**src/rtl/mdr_pkg.sv**
```systemverilog
// Shared encodings for the memory data register port: access sizes, FSM states
// and the alignment rule used when a transaction is started.
package mdr_pkg;

  localparam logic [1:0] SZ_BYTE = 2'b00;
  localparam logic [1:0] SZ_HALF = 2'b01;
  localparam logic [1:0] SZ_WORD = 2'b10;
  localparam logic [1:0] SZ_RSVD = 2'b11;

  typedef enum logic {
    IDLE   = 1'b0,
    ACCESS = 1'b1
  } state_e;

  // word_lo_nz: any of the word-offset address bits set; a0: address bit 0.
  function automatic logic access_bad(input logic [1:0] sz, input logic word_lo_nz,
                                      input logic a0);
    return (sz == SZ_RSVD) || ((sz == SZ_HALF) && a0) || ((sz == SZ_WORD) && word_lo_nz);
  endfunction

endpackage

```
**src/rtl/mdr_lane_align.sv**
```systemverilog
// Byte-lane steering between MDR and memory: read lane extract with sign/zero extension,
// write lane replication and byte-enable generation. Purely combinational, no flow control.
module mdr_lane_align
  import mdr_pkg::*;
#(
  parameter int DATA_W = 32
) (
  input  logic [$clog2(DATA_W/8)-1:0] rd_lane_i,
  input  logic [1:0]                  rd_size_i,
  input  logic                        sext_i,
  input  logic [DATA_W-1:0]           rdata_i,
  output logic [DATA_W-1:0]           rd_data_o,
  input  logic [$clog2(DATA_W/8)-1:0] wr_lane_i,
  input  logic [1:0]                  wr_size_i,
  input  logic [DATA_W-1:0]           wsrc_i,
  output logic [DATA_W-1:0]           wdata_o,
  output logic [DATA_W/8-1:0]         be_o
);

  localparam int NB = DATA_W / 8;
  localparam int LB = $clog2(NB);

  logic [LB-1:0] rd_pair;
  logic [LB-1:0] wr_pair;
  logic [7:0]    rd_byte;
  logic [15:0]   rd_half;

  // Halfword accesses always use the even lane of the pair.
  always_comb begin
    rd_pair    = rd_lane_i;
    rd_pair[0] = 1'b0;
    wr_pair    = wr_lane_i;
    wr_pair[0] = 1'b0;
  end

  assign rd_byte = 8'(rdata_i >> {rd_lane_i, 3'b000});
  assign rd_half = 16'(rdata_i >> {rd_pair, 3'b000});

  always_comb begin
    rd_data_o = rdata_i;
    case (rd_size_i)
      SZ_BYTE: begin
        rd_data_o = DATA_W'(rd_byte);
        if (sext_i && rd_byte[7]) rd_data_o = rd_data_o | ~DATA_W'(8'hFF);
      end
      SZ_HALF: begin
        rd_data_o = DATA_W'(rd_half);
        if (sext_i && rd_half[15]) rd_data_o = rd_data_o | ~DATA_W'(16'hFFFF);
      end
      default: rd_data_o = rdata_i;
    endcase
  end

  always_comb begin
    wdata_o = wsrc_i;
    be_o    = '0;
    case (wr_size_i)
      SZ_BYTE: begin
        wdata_o = {NB{wsrc_i[7:0]}};
        be_o    = NB'(1) << wr_lane_i;
      end
      SZ_HALF: begin
        wdata_o = {(NB/2){wsrc_i[15:0]}};
        be_o    = NB'(3) << wr_pair;
      end
      SZ_WORD: begin
        wdata_o = wsrc_i;
        be_o    = '1;
      end
      default: begin
        wdata_o = wsrc_i;
        be_o    = '0;
      end
    endcase
  end

endmodule

```
**src/rtl/mdr_mem_port.sv**
```systemverilog
// Memory data register with byte/half/word memory handshake; req from start+1, done one cycle
// after ack (misaligned/reserved: done at start+1); memory stalls by withholding ack up to MAX_WAIT.
module mdr_mem_port
  import mdr_pkg::*;
#(
  parameter int DATA_W   = 32,
  parameter int ADDR_W   = 9,
  parameter int MAX_WAIT = 15
) (
  input  logic                  clk,
  input  logic                  clr,
  input  logic [DATA_W-1:0]     bus_in,
  input  logic                  MDRin,
  input  logic [ADDR_W-1:0]     addr_in,
  input  logic [1:0]            size,
  input  logic                  sign_ext,
  input  logic                  rd_start,
  input  logic                  wr_start,
  input  logic [DATA_W-1:0]     mem_rdata,
  input  logic                  mem_ack,
  output logic [DATA_W-1:0]     mdr_q,
  output logic [ADDR_W-1:0]     mem_addr,
  output logic [DATA_W-1:0]     mem_wdata,
  output logic [DATA_W/8-1:0]   mem_be,
  output logic                  mem_req,
  output logic                  mem_we,
  output logic                  busy,
  output logic                  done,
  output logic                  err
);

  localparam int LB     = $clog2(DATA_W / 8);
  localparam int WAIT_W = $clog2(MAX_WAIT + 1);

  state_e              state_q, state_d;
  logic [ADDR_W-1:0]   addr_q;
  logic [1:0]          size_q;
  logic                sext_q;
  logic                we_q;
  logic [WAIT_W-1:0]   wait_q;
  logic [DATA_W-1:0]   wdata_q;
  logic [DATA_W/8-1:0] be_q;
  logic                done_q;
  logic                err_q;

  logic                start;
  logic                bad;
  logic                timeout;
  logic [DATA_W-1:0]   rd_ext;
  logic [DATA_W-1:0]   wr_data;
  logic [DATA_W/8-1:0] wr_be;

  assign start   = rd_start | wr_start;
  assign bad     = access_bad(size, addr_in[LB-1:0] != '0, addr_in[0]);
  // An ack in the last allowed cycle still completes normally.
  assign timeout = (state_q == ACCESS) && !mem_ack && (wait_q == WAIT_W'(MAX_WAIT - 1));

  // Write data is formed from the pre-load MDR at start, so a simultaneous MDRin cannot leak in.
  mdr_lane_align #(.DATA_W(DATA_W)) u_align (
    .rd_lane_i (addr_q[LB-1:0]),
    .rd_size_i (size_q),
    .sext_i    (sext_q),
    .rdata_i   (mem_rdata),
    .rd_data_o (rd_ext),
    .wr_lane_i (addr_in[LB-1:0]),
    .wr_size_i (size),
    .wsrc_i    (mdr_q),
    .wdata_o   (wr_data),
    .be_o      (wr_be)
  );

  always_ff @(posedge clk or posedge clr) begin
    if (clr) state_q <= IDLE;
    else     state_q <= state_d;
  end

  always_comb begin
    state_d = state_q;
    case (state_q)
      IDLE:    if (start && !bad) state_d = ACCESS;
      ACCESS:  if (mem_ack || timeout) state_d = IDLE;
      default: state_d = IDLE;
    endcase
  end

  always_comb begin
    mem_req = 1'b0;
    busy    = 1'b0;
    mem_we  = 1'b0;
    if (state_q == ACCESS) begin
      mem_req = 1'b1;
      busy    = 1'b1;
      mem_we  = we_q;
    end
  end

  always_ff @(posedge clk or posedge clr) begin
    if (clr) begin
      mdr_q   <= '0;
      addr_q  <= '0;
      size_q  <= SZ_BYTE;
      sext_q  <= 1'b0;
      we_q    <= 1'b0;
      wait_q  <= '0;
      wdata_q <= '0;
      be_q    <= '0;
      done_q  <= 1'b0;
      err_q   <= 1'b0;
    end else begin
      done_q <= 1'b0;
      case (state_q)
        IDLE: begin
          if (MDRin) mdr_q <= bus_in;
          if (start) begin
            addr_q <= addr_in;
            size_q <= size;
            sext_q <= sign_ext;
            we_q   <= wr_start;
            wait_q <= '0;
            err_q  <= bad;
            if (bad) begin
              done_q <= 1'b1;
            end else begin
              wdata_q <= wr_data;
              be_q    <= wr_be;
            end
          end
        end
        ACCESS: begin
          if (mem_ack) begin
            if (!we_q) mdr_q <= rd_ext;
            done_q <= 1'b1;
          end else if (timeout) begin
            err_q  <= 1'b1;
            done_q <= 1'b1;
          end else begin
            wait_q <= wait_q + WAIT_W'(1);
          end
        end
        default: ;
      endcase
    end
  end

  assign mem_addr  = addr_q;
  assign mem_wdata = wdata_q;
  assign mem_be    = be_q;
  assign done      = done_q;
  assign err       = err_q;

endmodule

```
**config.mk**
```make
export PLATFORM = sky130hd
export DESIGN_NAME = mdr_mem_port
export DESIGN_NICKNAME = d
export VERILOG_FILES = /design/src/rtl/mdr_pkg.sv /design/src/rtl/mdr_lane_align.sv /design/src/rtl/mdr_mem_port.sv
export SDC_FILE = /design/constraint.sdc
export NUM_CORES = 1
export LEC_CHECK = 0
export CAP_MARGIN = 20
export CORE_MARGIN = 5
export CORE_UTILIZATION = 47
export DETAILED_ROUTE_END_ITERATION = 6
export GPL_ROUTABILITY_DRIVEN = 0
export PLACE_DENSITY = 0.93
export SYNTH_ARGS = -nofsm -noshare
export SYNTH_HDL_FRONTEND = slang
export SYNTH_HIERARCHICAL = 1
export SYNTH_SLANG_ARGS = --single-unit
```
**constraint.sdc**
```tcl
create_clock -name clk -period 3.55 [get_ports clk]
set_input_delay 0.71 -clock clk [delete_from_list [all_inputs] [get_ports clk]]
set_output_delay 0.71 -clock clk [all_outputs]
set_load 0.01 [all_outputs]
```
==> results of run 1 <==
## per-layer routing
layer / global-route usage (%) / vias up / wire (um)
met3: 5.66 / 33 / 1310
met5: 0 / - / 0
li1: - / 1792 / -
met1: 28.3 / 2000 / 5820
met2: 41.3 / 214 / 7790
met4: 10.5 / 0 / 565
## cell families (layout without fill, tap and decap cells)
kind of cell / after synthesis / after routing / share of synthesized area, %
AOI/OAI and AO/OA: 66 / 66 / 9.35
adders and majority gates: 2 / 2 / 0.491
buffers and inverters: 45 / 195 / 5.32
DFF: 88 / 88 / 43.2
muxes: 153 / 153 / 35.7
and+or+nand+nor: 58 / 58 / 5.96
## worst reg2reg max path, delay by kind of cell (launching register included)
family | cells | cell delay, ps
flops | 1 | 820
compound gates | 1 | 310
simple gates | 2 | 800
mux | 2 | 510
## layout make-up
cell class / count / area, um^2
fillers: 811 / 3790
multi-input cells: 279 / 2650
flip-flops and latches: 88 / 2200
repair buffers: 172 / 1710
well taps: 140 / 175
clock buffers: 10 / 138
clock inverters: 6 / 57.6
inverters: 7 / 27.5
## state kept, by name (all words and copies together) (netlist names)
signal     flops
done           1
err            1
mdr_q         32
mem_addr       9
mem_be         4
mem_wdata     32
sext_q         1
size_q         2
state_q        1
wait_q         4
we_q           1
## placed cells by master, fill, tap and decap left out, types with 2 or more instances in the layout
cell | netlist | layout
mux2_4 | 29 | 29
dfrtp_1 | 88 | 88
inv_6 | 0 | 3
o21a_1 | 2 | 2
mux2i_1 | 18 | 18
a221o_1 | 13 | 13
o21bai_4 | 1 | 2
a21o_1 | 2 | 2
mux2_2 | 103 | 103
o21ai_1 | 2 | 2
and4b_1 | 5 | 5
clkbuf_8 | 0 | 10
inv_1 | 6 | 5
nand2_1 | 33 | 33
inv_8 | 0 | 2
nand2b_1 | 3 | 3
a22o_1 | 8 | 8
a21oi_1 | 6 | 6
nand3_1 | 3 | 3
clkdlybuf4s50_1 | 0 | 163
nor2_1 | 4 | 4
o221a_2 | 2 | 2
nor3_1 | 2 | 2
ha_1 | 2 | 2
nor2b_1 | 2 | 2
buf_4 | 10 | 8
mux2_1 | 2 | 2
o21ai_0 | 26 | 26
## power breakdown
part	leakage (nW)	internal (mW)	switching, mW	total [mW]
registers	1.05	1.40	0.416	1.81
clock network	0.102	0.292	0.403	0.695
logic	1.85	1.45	0.867	2.32
total	3.00	3.14	1.69	4.82
## through the flow
stage,hold WS [ps],power [mW]
2_1_floorplan,446,2.97
5_1_grt,517,5.06
3_5_place_dp,479,4.15
6_report,503,4.82
4_1_cts,492,4.86
3_3_place_gp,469,4.04
## final timing paths
kind | cells after the start | slack [ps] | startpoint | endpoint
max | 1 | 990 | mem_addr[1] | mem_addr[1]
min | 1 | 500 | wait_q[3] | wait_q[3]
max reg2reg | 5 | 1010 | mem_addr[1] | mdr_q[0]
min reg2reg | 1 | 500 | wait_q[3] | wait_q[3]
max in group asynchronous | 3 | 1980 | clr | mdr_q[10]
min in group asynchronous | 2 | 740 | clr | mem_addr[6]
==> out/metrics.yaml, run 1 <==
flow_run:
  maxCapViolCount: 0
timing:
  timing.final.ws_setup_ps: 993
  period_share_pct: 72.0
  number_of_max_slew_violations_in_the_final_report: 0
  fin_crit_ps: 2560
  skew_ps: 11.9
  grt_setup_unrepaired: "no"
  final.setup.tns_ps: 0
  worst-slew-pin-transition_ps: 808
  maxClockFrequency_mhz: 391
  setup_viol: 0
  timing_hold_violations_final: 0
  slew_headroom_pct: 46.0
die:
  num_io_pins: 164
  core_area_um2: 10700
  dieArea_um2: 13000
  fp.dieH_um: 114
  chipWidth_um: 114
  rows: 38
  initial_cell_density_of_the_core_pct: 47.5
clock_tree:
  cts_inserted_buffers: 9
  h-tree-depth: 3
  latest_clock_arrival_within_the_worst_skew_pair_ps: 370
  cts.repair_timing.setup_buffer_count: 0
  postCtsHoldBufs: 0
  clockRootBuffer: "clkbuf_8"
  cts_tree: "yes"
  post_cts_resize_count: 0
  cts_sink_count: 88
  path_clk_slew_ps: 100
  cts_buffer_depth: 2
global_routing:
  first_pass_grt_wire_length_um: 24000
  number_of_global_route_vias_before_repair: 4291
  grt_antenna_before_repair: 0
  grt_usage_pct: 23.9
  grt_total_ovfl: 0
  largest_net_degree_at_the_start_of_global_routing: 41
routing:
  postRouteAntennaNets: 0
  wire_per_inst_um: 22.1
  drt-total-wl_um: 15500
  count_of_tritonroute_iterations_in_the_first_routing_pass: 5
  vias_per_cell: 5.75
  dr_total_vias: 4039
  remaining_drc_errors: 0
  drt-initial-drc-count: 314
critical_path:
  path_class: "reg2out"
  path_cells: "clkdlybuf4s50_1"
  critPathArrivalTime_ps: 1850
  cpPeakStageDelay_ps: 820
  critical_path_required_ps: 2840
  slowest_cell_on_crit_path: "dfrtp_1"
  critical_path.top_delay_family: "flip-flops"
  cp-start-kind: "register"
  crit_path_end_kind: "output port"
  critPathBufInv: 1
  path_max_fanout: 20
synth:
  synth_ff_type: "dfrtp_1"
  post_synth_main_area_contributors: "dfrtp_1, mux2_2, mux2_4, mux2i_1, a221o_1"
  synthTopCellsByCount: "mux2_2, dfrtp_1, nand2_1, mux2_4, o21ai_0"
  yosysWarnings: 6
  syn-instance-count: 412
  postSynthRegisterBits: 88
  post-synth-top-area-fraction_pct: 43.2
  syn_area_per_cell_um2: 12.4
  synth.largest_area_cell: "dfrtp_1"
  synth_sequential_area_ratio_pct: 43.2
  syn-num-nets: 496
  post_synthesis_cell_area_um2: 5100
  synth-edff-count: 0
  synth_most_common_cell: "mux2_2"
  ys_types: 41
  synthArstFlopShare_pct: 100
final_layout:
  final_cell_count_no_fill: 702
  finalCoreUtilization_pct: 64.7
  number_of_nets_at_the_end_of_the_flow: 641
  final_cell_area_um2: 6960
  post_route_cells_drive_above_1_share_pct: 29.9
  ant_diodes: 0
  syn_to_final_growth_pct: 36.4
place:
  dpl_cell_area_um2: 6760
  placed_cells_incl_taps: 686
  detailedPlacementHpwl_um: 11800
  io_buffers: 163
  place_ws_ps: 723
pwr:
  vdd.ir_drop.worst_v: 0.000396
  power-per-cell-area_nw_per_um2: 694
  leakage_nw: 3.00
outcome:
  outcome: "finished clean"
hold_path:
  timing.hold.worst.class: "reg2reg"
No activity file was read; power rests on OpenSTA's default activity.
==> run 2: changes to the inputs <==
==> constraint.sdc (replaced) <==
create_clock -name clk -period 2.5 [get_ports clk]
set_input_delay 0.5 -clock clk [delete_from_list [all_inputs] [get_ports clk]]
set_output_delay 0.5 -clock clk [all_outputs]
set_load 0.01 [all_outputs]
==> run 2 against run 1 <==
Effect of this change:
- sequential power rose by 41%
- largest cell class unchanged
- sequential share of layout area shrank 0.66 points
- final cell count rose by 1.6%
- critical endpoint is now mdr_q[16]
- global-route usage up 0.13 points
- via count grew 1.5%
==> out/metrics.yaml, run 2 (synthesis gave the netlist of run 1 again) <==
critical_path:
  slowest_cell_on_crit_path: "dfrtp_1"
  crit_path_frequent_cell: "mux2_2"
  critical_path_required_ps: 2750
  cpPeakStageDelay_ps: 510
  critPathArrivalTime_ps: 2480
  critical_path.top_delay_family: "multiplexers"
  cp-start-kind: "register"
  path_cells: "buf_12 > mux2i_1 > mux2_2 > o21ai_0 > mux2_2 > mux2_2"
  path_max_fanout: 16
  crit_path_end_kind: "register"
  path_class: "reg2reg"
  critPathBufInv: 1
place:
  detailedPlacementHpwl_um: 12100
  io_buffers: 163
  placed_cells_incl_taps: 697
global_routing:
  largest_net_degree_at_the_start_of_global_routing: 38
  first_pass_grt_wire_length_um: 24300
  grt_usage_pct: 24.0
  grt_use_met2_pct: 41.6
  grt_total_ovfl: 0
  peak_usage_layer_in_the_global_routing_report: "met2"
  grt_antenna_before_repair: 0
  grt.met3_usage_pct: 6.61
  grt_use_met1_pct: 29.6
  number_of_global_route_vias_before_repair: 4289
pwr:
  report.power.total_mw: 6.93
  power-per-cell-area_nw_per_um2: 976
  leakage_nw: 3.07
  vdd.ir_drop.worst_v: 0.000562
routing:
  vias_per_cell: 5.75
  dr_total_vias: 4100
  remaining_drc_errors: 0
  postRouteAntennaNets: 0
  wire_per_inst_um: 22.1
  count_of_tritonroute_iterations_in_the_first_routing_pass: 7
  drt-initial-drc-count: 281
  drt-total-wl_um: 15800
flow_run:
  maxCapViolCount: 0
hold_path:
  timing.hold.worst.class: "reg2reg"
clock_tree:
  cts_inserted_buffers: 9
  path_clk_slew_ps: 100
  cts_buffer_depth: 2
  postCtsHoldBufs: 0
  cts.repair_timing.setup_buffer_count: 0
  clockRootBuffer: "clkbuf_8"
  post_cts_resize_count: 0
  cts_tree: "yes"
  latest_clock_arrival_within_the_worst_skew_pair_ps: 360
  cts_sink_count: 88
  h-tree-depth: 3
final_layout:
  syn_to_final_growth_pct: 39.3
  fill_cells: 811
  final_cell_mix: "clkdlybuf4s50_1, mux2_2, dfrtp_1"
  final_cell_count_no_fill: 713
  mostFrequentLayoutCell: "clkdlybuf4s50_1"
  post_route_cells_drive_above_1_share_pct: 31.2
  ant_diodes: 0
  number_of_nets_at_the_end_of_the_flow: 652
timing:
  maxClockFrequency_mhz: 448
  worst-slew-pin-transition_ps: 714
  period_share_pct: 89.3
  number_of_max_slew_violations_in_the_final_report: 0
  timing_hold_violations_final: 0
  final.setup.tns_ps: 0
  grt_setup_unrepaired: "no"
  setup_viol: 0
  fin_crit_ps: 2230
  skew_ps: 19.0
  slew_headroom_pct: 52.3
outcome:
  outcome: "finished clean"
die:
  core_area_um2: 10700
  dieArea_um2: 13000
  rows: 38
  initial_cell_density_of_the_core_pct: 47.5
  fp.dieH_um: 114
  num_io_pins: 164
  chipWidth_um: 114
run 2: worst paths after layout:
check / start / endpoint / slack [ps] / depth (start not counted)
setup reg to reg: mem_addr[1] / mdr_q[16] / 270 / 6
setup / recovery: mem_addr[1] / mdr_q[16] / 270 / 6
hold / removal: wait_q[3] / wait_q[3] / 490 / 1
hold reg to reg: wait_q[3] / wait_q[3] / 490 / 1
min in group asynchronous: clr / mem_be[2] / 560 / 2
max in group asynchronous: clr / mdr_q[6] / 1350 / 3
run 2: report_power, final:
part | switching, mW | internal, mW | leakage, nW
registers | 0.574 | 1.98 | 1.05
clock network | 0.591 | 0.393 | 0.0970
logic | 1.28 | 2.11 | 1.92
run 2: per-stage QoR:
stage / area (um^2) / hold slack, ps / setup slack, ps / util (%)
floorplan: 5100 / 446 / 503 / -
global placement: 6910 / 465 / 36.8 / 64.3
detailed placement: 6910 / 480 / -54.1 / 64.3
CTS: 7110 / 494 / 309 / 66.1
global route: 7110 / 529 / 154 / 66.1
finish: 7110 / 490 / 267 / 66.1
run 2: metal layers:
| metal | share of wire [%] | vias up |
|---|---|---|
| li1 | - | 1810 |
| met1 | 39 | 2042 |
| met2 | 50 | 221 |
| met3 | 8.7 | 27 |
| met4 | 2.2 | 0 |
| met5 | 0 | - |
run 2: area by class of cell:
type                       instances  area (um^2)  share of cell area, %
multi-input combinational        279         2650                   37.2
clock inverter                     7         72.6                   1.02
sequential                        88         2200                   31.0
clock buffer                       9          124                   1.74
tap                              140          175                   2.47
timing repair buffer             183         1860                   26.1
inverter                           7         30.0                  0.423
